--- src/rtl/tri_ctrl_pkg.sv ---
// Shared types and default widths for the triangle-wave sweep sequencer.
// Optional feature macro: TRI_DWELL_EN (peak dwell states).
package tri_ctrl_pkg;

  localparam int TRI_W  = 16;
  localparam int TRI_CW = 16;

  typedef enum logic [2:0] {
    ST_IDLE     = 3'd0,
    ST_RISE     = 3'd1,
    ST_FALL     = 3'd2,
    ST_DWELL_HI = 3'd3,
    ST_DWELL_LO = 3'd4
  } tri_state_t;

endpackage

--- src/rtl/tri_tick_div.sv ---
// Update-rate prescaler: down-counter reloaded with div, tick on terminal count.
// tick is high when the count is zero, so it fires every div+1 clocks after a restart.
module tri_tick_div
  import tri_ctrl_pkg::*;
(
  input  logic        clk111,
  input  logic        rst_n,
  input  logic        restart,
  input  logic [15:0] div,
  output logic        tick
);

  logic [15:0] cnt_q;

  // Reload on restart or terminal count, otherwise count down.
  always_ff @(posedge clk111 or negedge rst_n) begin
    if (!rst_n) begin
      cnt_q <= '0;
    end else if (restart || (cnt_q == 16'd0)) begin
      cnt_q <= div;
    end else begin
      cnt_q <= cnt_q - 16'd1;
    end
  end

  assign tick = (cnt_q == 16'd0);

endmodule

--- src/rtl/triangle_sweep_ctrl.sv ---
// Triangle-wave sweep sequencer for the DAQ output path.
// Optional feature macro: TRI_DWELL_EN adds DWELL_HI/DWELL_LO peak hold states.
//
// state       | meaning
// ------------+-----------------------------------------------------------
// ST_IDLE     | waiting for start; config checked and latched on start
// ST_RISE     | code steps up by step each tick, clamped at hi
// ST_FALL     | code steps down by step each tick, clamped at lo
// ST_DWELL_HI | (TRI_DWELL_EN) hold hi for dwell ticks, then fall step
// ST_DWELL_LO | (TRI_DWELL_EN) hold lo for dwell ticks, then rise step
module triangle_sweep_ctrl
  import tri_ctrl_pkg::*;
#(
  parameter int W  = TRI_W,
  parameter int CW = TRI_CW
) (
  input  logic          clk111,
  input  logic          rst_n,
  input  logic          start,
  input  logic          stop,
  input  logic [W-1:0]  cfg_lo,
  input  logic [W-1:0]  cfg_hi,
  input  logic [W-1:0]  cfg_step,
  input  logic [15:0]   cfg_div,
  input  logic [CW-1:0] cfg_ncyc,
  input  logic [15:0]   cfg_dwell,
  output logic [W-1:0]  dac_code,
  output logic          wave_stb,
  output logic          busy,
  output logic          done,
  output logic          cfg_err,
  output logic [CW-1:0] cyc_cnt
);

`ifdef TRI_DWELL_EN
  localparam tri_state_t HI_NEXT = ST_DWELL_HI;
  localparam tri_state_t LO_NEXT = ST_DWELL_LO;
`else
  localparam tri_state_t HI_NEXT = ST_FALL;
  localparam tri_state_t LO_NEXT = ST_RISE;
`endif

  tri_state_t    state_q, state_nx;

  logic [W-1:0]  lo_q, hi_q, step_q;
  logic [15:0]   div_q;
  logic [CW-1:0] ncyc_q;

  logic [W-1:0]  code_q, code_nx;
  logic          stb_q, stb_nx;
  logic          done_q, done_nx;
  logic          err_q, err_nx;
  logic          busy_q, busy_nx;
  logic [CW-1:0] cyc_q, cyc_nx, cyc_inc;

  logic          load_cfg;
  logic          tick;
  logic [15:0]   div_sel;
  logic          stop_go, rise_go, fall_go;

  logic [W:0]        sum;
  logic signed [W:0] diff;
  logic              rise_hit, fall_hit, fin;

`ifdef TRI_DWELL_EN
  logic [15:0] dwell_q;
  logic [15:0] dw_q, dw_nx;
`else
  logic unused_dwell;
  assign unused_dwell = ^cfg_dwell;
`endif

  // On the accepting cycle the shadow divider is not loaded yet, so use the live value.
  assign div_sel = load_cfg ? cfg_div : div_q;

  tri_tick_div u_tick (
    .clk111  (clk111),
    .rst_n   (rst_n),
    .restart (load_cfg),
    .div     (div_sel),
    .tick    (tick)
  );

  // Step arithmetic is one bit wider than the code so it can never wrap.
  assign sum      = {1'b0, code_q} + {1'b0, step_q};
  assign rise_hit = (sum >= {1'b0, hi_q});
  assign diff     = $signed({1'b0, code_q}) - $signed({1'b0, step_q});
  assign fall_hit = (diff <= $signed({1'b0, lo_q}));
  assign cyc_inc  = (&cyc_q) ? cyc_q : cyc_q + CW'(1);
  assign fin      = (ncyc_q != '0) && (cyc_inc == ncyc_q);

  // State register.
  always_ff @(posedge clk111 or negedge rst_n) begin
    if (!rst_n) begin
      state_q <= ST_IDLE;
    end else begin
      state_q <= state_nx;
    end
  end

  // Next-state and next-output decode.
  always_comb begin
    state_nx = state_q;
    code_nx  = code_q;
    stb_nx   = 1'b0;
    done_nx  = 1'b0;
    err_nx   = 1'b0;
    cyc_nx   = cyc_q;
    load_cfg = 1'b0;
    stop_go  = 1'b0;
    rise_go  = 1'b0;
    fall_go  = 1'b0;
`ifdef TRI_DWELL_EN
    dw_nx    = dw_q;
`endif

    case (state_q)
      ST_IDLE: begin
        // stop in the same cycle cancels the start outright, no error either
        if (start && !stop) begin
          if ((cfg_lo >= cfg_hi) || (cfg_step == '0)) begin
            err_nx = 1'b1;
          end else begin
            load_cfg = 1'b1;
            cyc_nx   = '0;
            code_nx  = cfg_lo;
            stb_nx   = 1'b1;
            state_nx = ST_RISE;
          end
        end
      end
      ST_RISE: begin
        if (stop)      stop_go = 1'b1;
        else if (tick) rise_go = 1'b1;
      end
      ST_FALL: begin
        if (stop)      stop_go = 1'b1;
        else if (tick) fall_go = 1'b1;
      end
`ifdef TRI_DWELL_EN
      // The tick that ends the dwell also performs the next step.
      ST_DWELL_HI: begin
        if (stop) begin
          stop_go = 1'b1;
        end else if (tick) begin
          if (dw_q == 16'd0) fall_go = 1'b1;
          else               dw_nx   = dw_q - 16'd1;
        end
      end
      ST_DWELL_LO: begin
        if (stop) begin
          stop_go = 1'b1;
        end else if (tick) begin
          if (dw_q == 16'd0) rise_go = 1'b1;
          else               dw_nx   = dw_q - 16'd1;
        end
      end
`endif
      default: state_nx = ST_IDLE;
    endcase

    if (stop_go) begin
      state_nx = ST_IDLE;
      done_nx  = 1'b1;
    end

    if (rise_go) begin
      stb_nx = 1'b1;
      if (rise_hit) begin
        code_nx  = hi_q;
        state_nx = HI_NEXT;
`ifdef TRI_DWELL_EN
        dw_nx    = dwell_q;
`endif
      end else begin
        code_nx  = sum[W-1:0];
        state_nx = ST_RISE;
      end
    end

    if (fall_go) begin
      stb_nx = 1'b1;
      if (fall_hit) begin
        code_nx = lo_q;
        cyc_nx  = cyc_inc;
        if (fin) begin
          state_nx = ST_IDLE;
          done_nx  = 1'b1;
        end else begin
          state_nx = LO_NEXT;
`ifdef TRI_DWELL_EN
          dw_nx    = dwell_q;
`endif
        end
      end else begin
        code_nx  = diff[W-1:0];
        state_nx = ST_FALL;
      end
    end
  end

  assign busy_nx = (state_nx != ST_IDLE);

  // Shadow copy of the configuration, taken only when a start is accepted.
  always_ff @(posedge clk111 or negedge rst_n) begin
    if (!rst_n) begin
      lo_q   <= '0;
      hi_q   <= '0;
      step_q <= '0;
      div_q  <= '0;
      ncyc_q <= '0;
    end else if (load_cfg) begin
      lo_q   <= cfg_lo;
      hi_q   <= cfg_hi;
      step_q <= cfg_step;
      div_q  <= cfg_div;
      ncyc_q <= cfg_ncyc;
    end
  end

`ifdef TRI_DWELL_EN
  // Dwell length shadow and the remaining-dwell down-counter.
  always_ff @(posedge clk111 or negedge rst_n) begin
    if (!rst_n) begin
      dwell_q <= '0;
      dw_q    <= '0;
    end else begin
      if (load_cfg) dwell_q <= cfg_dwell;
      dw_q <= dw_nx;
    end
  end
`endif

  // Registered outputs.
  always_ff @(posedge clk111 or negedge rst_n) begin
    if (!rst_n) begin
      code_q <= '0;
      stb_q  <= 1'b0;
      done_q <= 1'b0;
      err_q  <= 1'b0;
      busy_q <= 1'b0;
      cyc_q  <= '0;
    end else begin
      code_q <= code_nx;
      stb_q  <= stb_nx;
      done_q <= done_nx;
      err_q  <= err_nx;
      busy_q <= busy_nx;
      cyc_q  <= cyc_nx;
    end
  end

  assign dac_code = code_q;
  assign wave_stb = stb_q;
  assign done     = done_q;
  assign cfg_err  = err_q;
  assign busy     = busy_q;
  assign cyc_cnt  = cyc_q;

endmodule

--- config.mk ---
export PLATFORM = sky130hd
export DESIGN_NAME = triangle_sweep_ctrl
export DESIGN_NICKNAME = d
export VERILOG_FILES = /design/src/rtl/tri_ctrl_pkg.sv /design/src/rtl/tri_tick_div.sv /design/src/rtl/triangle_sweep_ctrl.sv
export SDC_FILE = /design/constraint.sdc
export NUM_CORES = 1
export LEC_CHECK = 0
export CORE_MARGIN = 2
export CORE_UTILIZATION = 30
export DETAILED_ROUTE_END_ITERATION = 10
export SYNTH_ARGS = -nofsm -noshare
export SYNTH_HDL_FRONTEND = slang
export SYNTH_HIERARCHICAL = 1
export SYNTH_SLANG_ARGS = --single-unit
--- constraint.sdc ---
create_clock -name clk111 -period 7.3 [get_ports clk111]
set_clock_uncertainty 0.15 [all_clocks]
set_input_delay 1.46 -clock clk111 [delete_from_list [all_inputs] [get_ports clk111]]
set_output_delay 1.46 -clock clk111 [all_outputs]
set_load 0.02 [all_outputs]
==> results_dict.tcl <==
set metrics [dict create \
    area_growth_pct 21.28 \
    syn_nets 1333 \
    gp_congestion 0.8470 \
    clkLatencyLatePin_ns 0.43 \
    worst_hold_startpoint "div_q[9]" \
    overflow 0 \
    path_buf_inv 1 \
    cp.arrival_ns 5.59 \
    drt_iter0_drc 521 \
    cts-htree-levels 4 \
    cp_slowest_stage_delay_ns 0.58 \
    finalCriticalPeriod_ns 5.386 \
    hp-class "register to register" \
    synth-compound-area-share_pct 20.04 \
    crit_type "register to register" \
    start_kind "register" \
    ant_nets 0 \
    holdPathEnd "div_q[9]" \
    vias 8572 \
    drcViolationCount 0 \
    fin_cells 1662 \
    status "finished clean" \
    clock_path_buffers 2 \
    clkPwrFrac_pct 21.9 \
    syn-cell-area_um2 9679 \
    synthAdderAreaFrac_pct 11.01 \
    final_area_um2 11740 \
    cp-end-kind "register" \
    cpLargestDelayFamily "compound AO/OA/AOI/OAI gates" \
    ys_ff_latch 135 \
    yosysSeqAreaShare_pct 34.90 \
    postCtsHoldBufs 0 \
    p_per_area_nw_per_um2 339.4 \
    post_cts_buffers 0 \
    setup_viol 0 \
    critPathRequiredTime_ns 7.51 \
    slew_headroom_pct 28.40 \
    grt_pass1_wl_mm 46.31 \
    final_hold_viol_count 0 \
    max_cap_viol_count 0 \
    cts_tree "yes" \
    synth_top_family_by_area "simple AND/OR/NAND/NOR gates" \
    dieArea_um2 33720 \
    r2r_start "dac_code[4]" \
    cts_resized 0 \
    synth-xor-area-share_pct 4.886 \
    worst_slew_pin_slew_ns 1.070 \
    placed_cell_area_um2 11160 \
    vias_per_cell 5.158 \
    cts.clk_slew.worst_paths_ns 0.07 \
    ys.flop_type "dfrtp_1" \
    async_reset_ff_share_pct 100.0 \
    vdd_ir_drop_max_v 0.0001784 \
    synth_edf_count 0 \
    netSwitchingPower_mw 1.727 \
    io_buffers 119 \
    grt_pass1_vias 8427 \
    dp.cells 1630 \
    cts.sinks 135 \
    leakagePower_nw 5.049 \
    avgSynthCellArea_um2 8.424 \
    netlist_instances 1149 \
    yosys-top-cells-area "dfrtp_1 35%, ha_1 11%, nand2_1 7.6%" \
    grt.total_usage_pct 17.54 \
    r2r_slack_ns 1.91 \
    drt_first_pass_iters 7 \
    fp.dieW_um 183.6 \
    r2r-end "dac_code[1]" \
    worstPathMaxFanout 10 \
    intPower_mw 2.256 \
    rsz0062_at_grt "no" \
    min_period_over_period_pct 73.78 \
    p_sw_share_pct 43.36 \
    post_drt_wl_per_cell_um 17.39 \
    timing.fmax_mhz 185.7 \
    worstPathCellList "ha_1 > inv_1 > a2111oi_0 > a211oi_1 > o21ai_0 > nor2b_1 > xor2_1 > ha_1 > a21oi_1 > o21ai_0 > o2111ai_1 > a31o_2 > and2_1 > a21oi_1 > a221o_1 > a2bb2oi_1" \
    ys_warn_count 6 \
    antenna_found_initial 0 \
    die_y_um 183.6 \
    p_seq_share_pct 26.9 \
    drive_gt1_share_pct 6.746 \
    post_synth_num_cell_types 84 \
    root_buffer "clkbuf_16" \
    finalPower_mw 3.984 \
    holdPathStages 2 \
    crit_path_top_delay_cell "a2111oi_0" \
    synthSimpleGateAreaFrac_pct 21.43 \
    setup-tns-final_ns 0 \
    finalMaxSlewViolations 0 \
    r2r_cells 16 \
    pin_count 136 \
    p_comb_share_pct 51.2 \
    initial_core_util_pct 30.60 \
    coreArea_um2 31640 \
    numCtsBuffers 17 \
    n_antenna_cell 0 \
    finalWirelength_mm 28.90 \
    nets 1431 \
    grt_start_max_net_pins 79 \
    synthMuxAreaShare_pct 1.060 \
    yosysTopAreaCell "dfrtp_1" \
    synth.top_cell.area_share_pct 34.90 \
    num_rows 65 \
    dp_hpwl_mm 21.79 \
]
## how the worst max path moves through the flow
stage | startpoint | endpoint | slack, ns | depth (start not counted)
2_1_floorplan | dac_code[0] | dac_code[1] | 3.07 | 17
3_3_place_gp | cfg_hi[9] | step_q[15] | 1.83 | 13
3_5_place_dp | cfg_hi[9] | step_q[14] | 1.83 | 13
4_1_cts | dac_code[4] | dac_code[1] | 2.02 | 15
5_1_grt | dac_code[0] | dac_code[1] | 1.59 | 16
6_report | dac_code[4] | dac_code[1] | 1.91 | 16
## power by group through the flow
stage | clock, mW | sequential (mW) | combinational, mW
final | 0.871 | 1.07 | 2.04
after global routing | 0.921 | 1.10 | 2.28
after detailed placement | 0 | 1.08 | 2.01
after floorplan | 0 | 1.07 | 1.45
after CTS | 0.892 | 1.07 | 2.02
after global placement | 0 | 1.08 | 1.98
## placed cells by master (no fill, tap or decap), types with 6 or more instances in the layout
master and n:
a211oi_1 9, a21o_1 10, a21oi_1 77, a21oi_2 7, a221oi_1 12, a311oi_1 7, a31oi_1 12, and2_1 6
and3_1 11, buf_4 10, clkbuf_16 17, clkdlybuf4s50_1 118, dfrtp_1 135, ha_1 82, inv_1 89, mux2i_1 8
nand2_1 196, nand2b_1 11, nand3_1 23, nand4_1 10, nor2_1 77, nor2b_1 13, nor3_1 27, nor4_1 17
o211ai_1 6, o21a_1 17, o21ai_0 77, o22ai_1 9, or3_1 7, xnor2_1 44, xor2_1 10
## logic make-up (layout without fill, tap and decap cells)
group	Yosys count	after routing
buffers and inverters	141	252
flip-flops	135	135
other	1	1
AND/OR/NAND/NOR	428	428
multiplexers	10	10
adder cells (fa/ha/maj)	84	84
AO/OA/AOI/OAI	296	296
XOR/XNOR	54	54
## layer usage
| layer | part of all wire [%] | vias up | global-route usage [%] |
|---|---|---|---|
| li1 | - | 4232 | - |
| met1 | 47 | 4079 | 24.27 |
| met2 | 45 | 223 | 27.65 |
| met3 | 4.9 | 38 | 2.991 |
| met4 | 2.2 | 0 | 5.984 |
| met5 | 0 | - | 0 |
## layout make-up
type	instances	area, um2
well taps	402	503.0
clock buffers	19	432.9
clock inverters	13	147.6
inverters	91	344.1
repair buffers	129	1267
flip-flops and latches	135	3378
multi-input cells	873	5665
fillers	3210	19900
## sequential cells by signal, indices dropped and copies added, names as in the netlist, 3 cells and up
signal,flops
div_q,16
ncyc_q,16
step_q,16
hi_q,16
lo_q,16
dac_code,16
state_q,3
u_tick/cnt_q,16
cyc_cnt,16
## through the flow
step                hold WS [ns]  util, %  setup WS [ns]
finish                    0.3235    37.11          1.914
global route              0.3542    37.11          1.588
CTS                       0.3267    37.11          2.022
detailed placement        0.3091    35.27          1.827
global placement          0.3079    35.27          1.828
floorplan                 0.2830        -          3.066
## synth_stat cells, types with 7 or more instances
master	instances
a211oi_1	9
a21o_1	10
a21oi_1	77
a21oi_2	7
a221oi_1	12
a311oi_1	7
a31oi_1	12
and3_1	11
buf_2	19
clkbuf_1	17
dfrtp_1	135
ha_1	82
inv_1	90
mux2i_1	8
nand2_1	196
nand2b_1	11
nand3_1	23
nand4_1	10
nor2_1	77
nor2b_1	13
nor3_1	27
nor4_1	18
o21a_1	17
o21ai_0	77
o22ai_1	9
or3_1	7
xnor2_1	44
xor2_1	10
## worst register-to-register path: stages, from the launching register on
cell and delay, ns:
dfrtp_1 0.43, ha_1 0.48, inv_1 0.13, a2111oi_0 0.58, a211oi_1 0.22, o21ai_0 0.31, nor2b_1 0.22, xor2_1 0.21
ha_1 0.18, a21oi_1 0.06, o21ai_0 0.45, o2111ai_1 0.27, a31o_2 0.30, and2_1 0.32, a21oi_1 0.57, a221o_1 0.27
a2bb2oi_1 0.17
(Power assumes the default switching activity.)
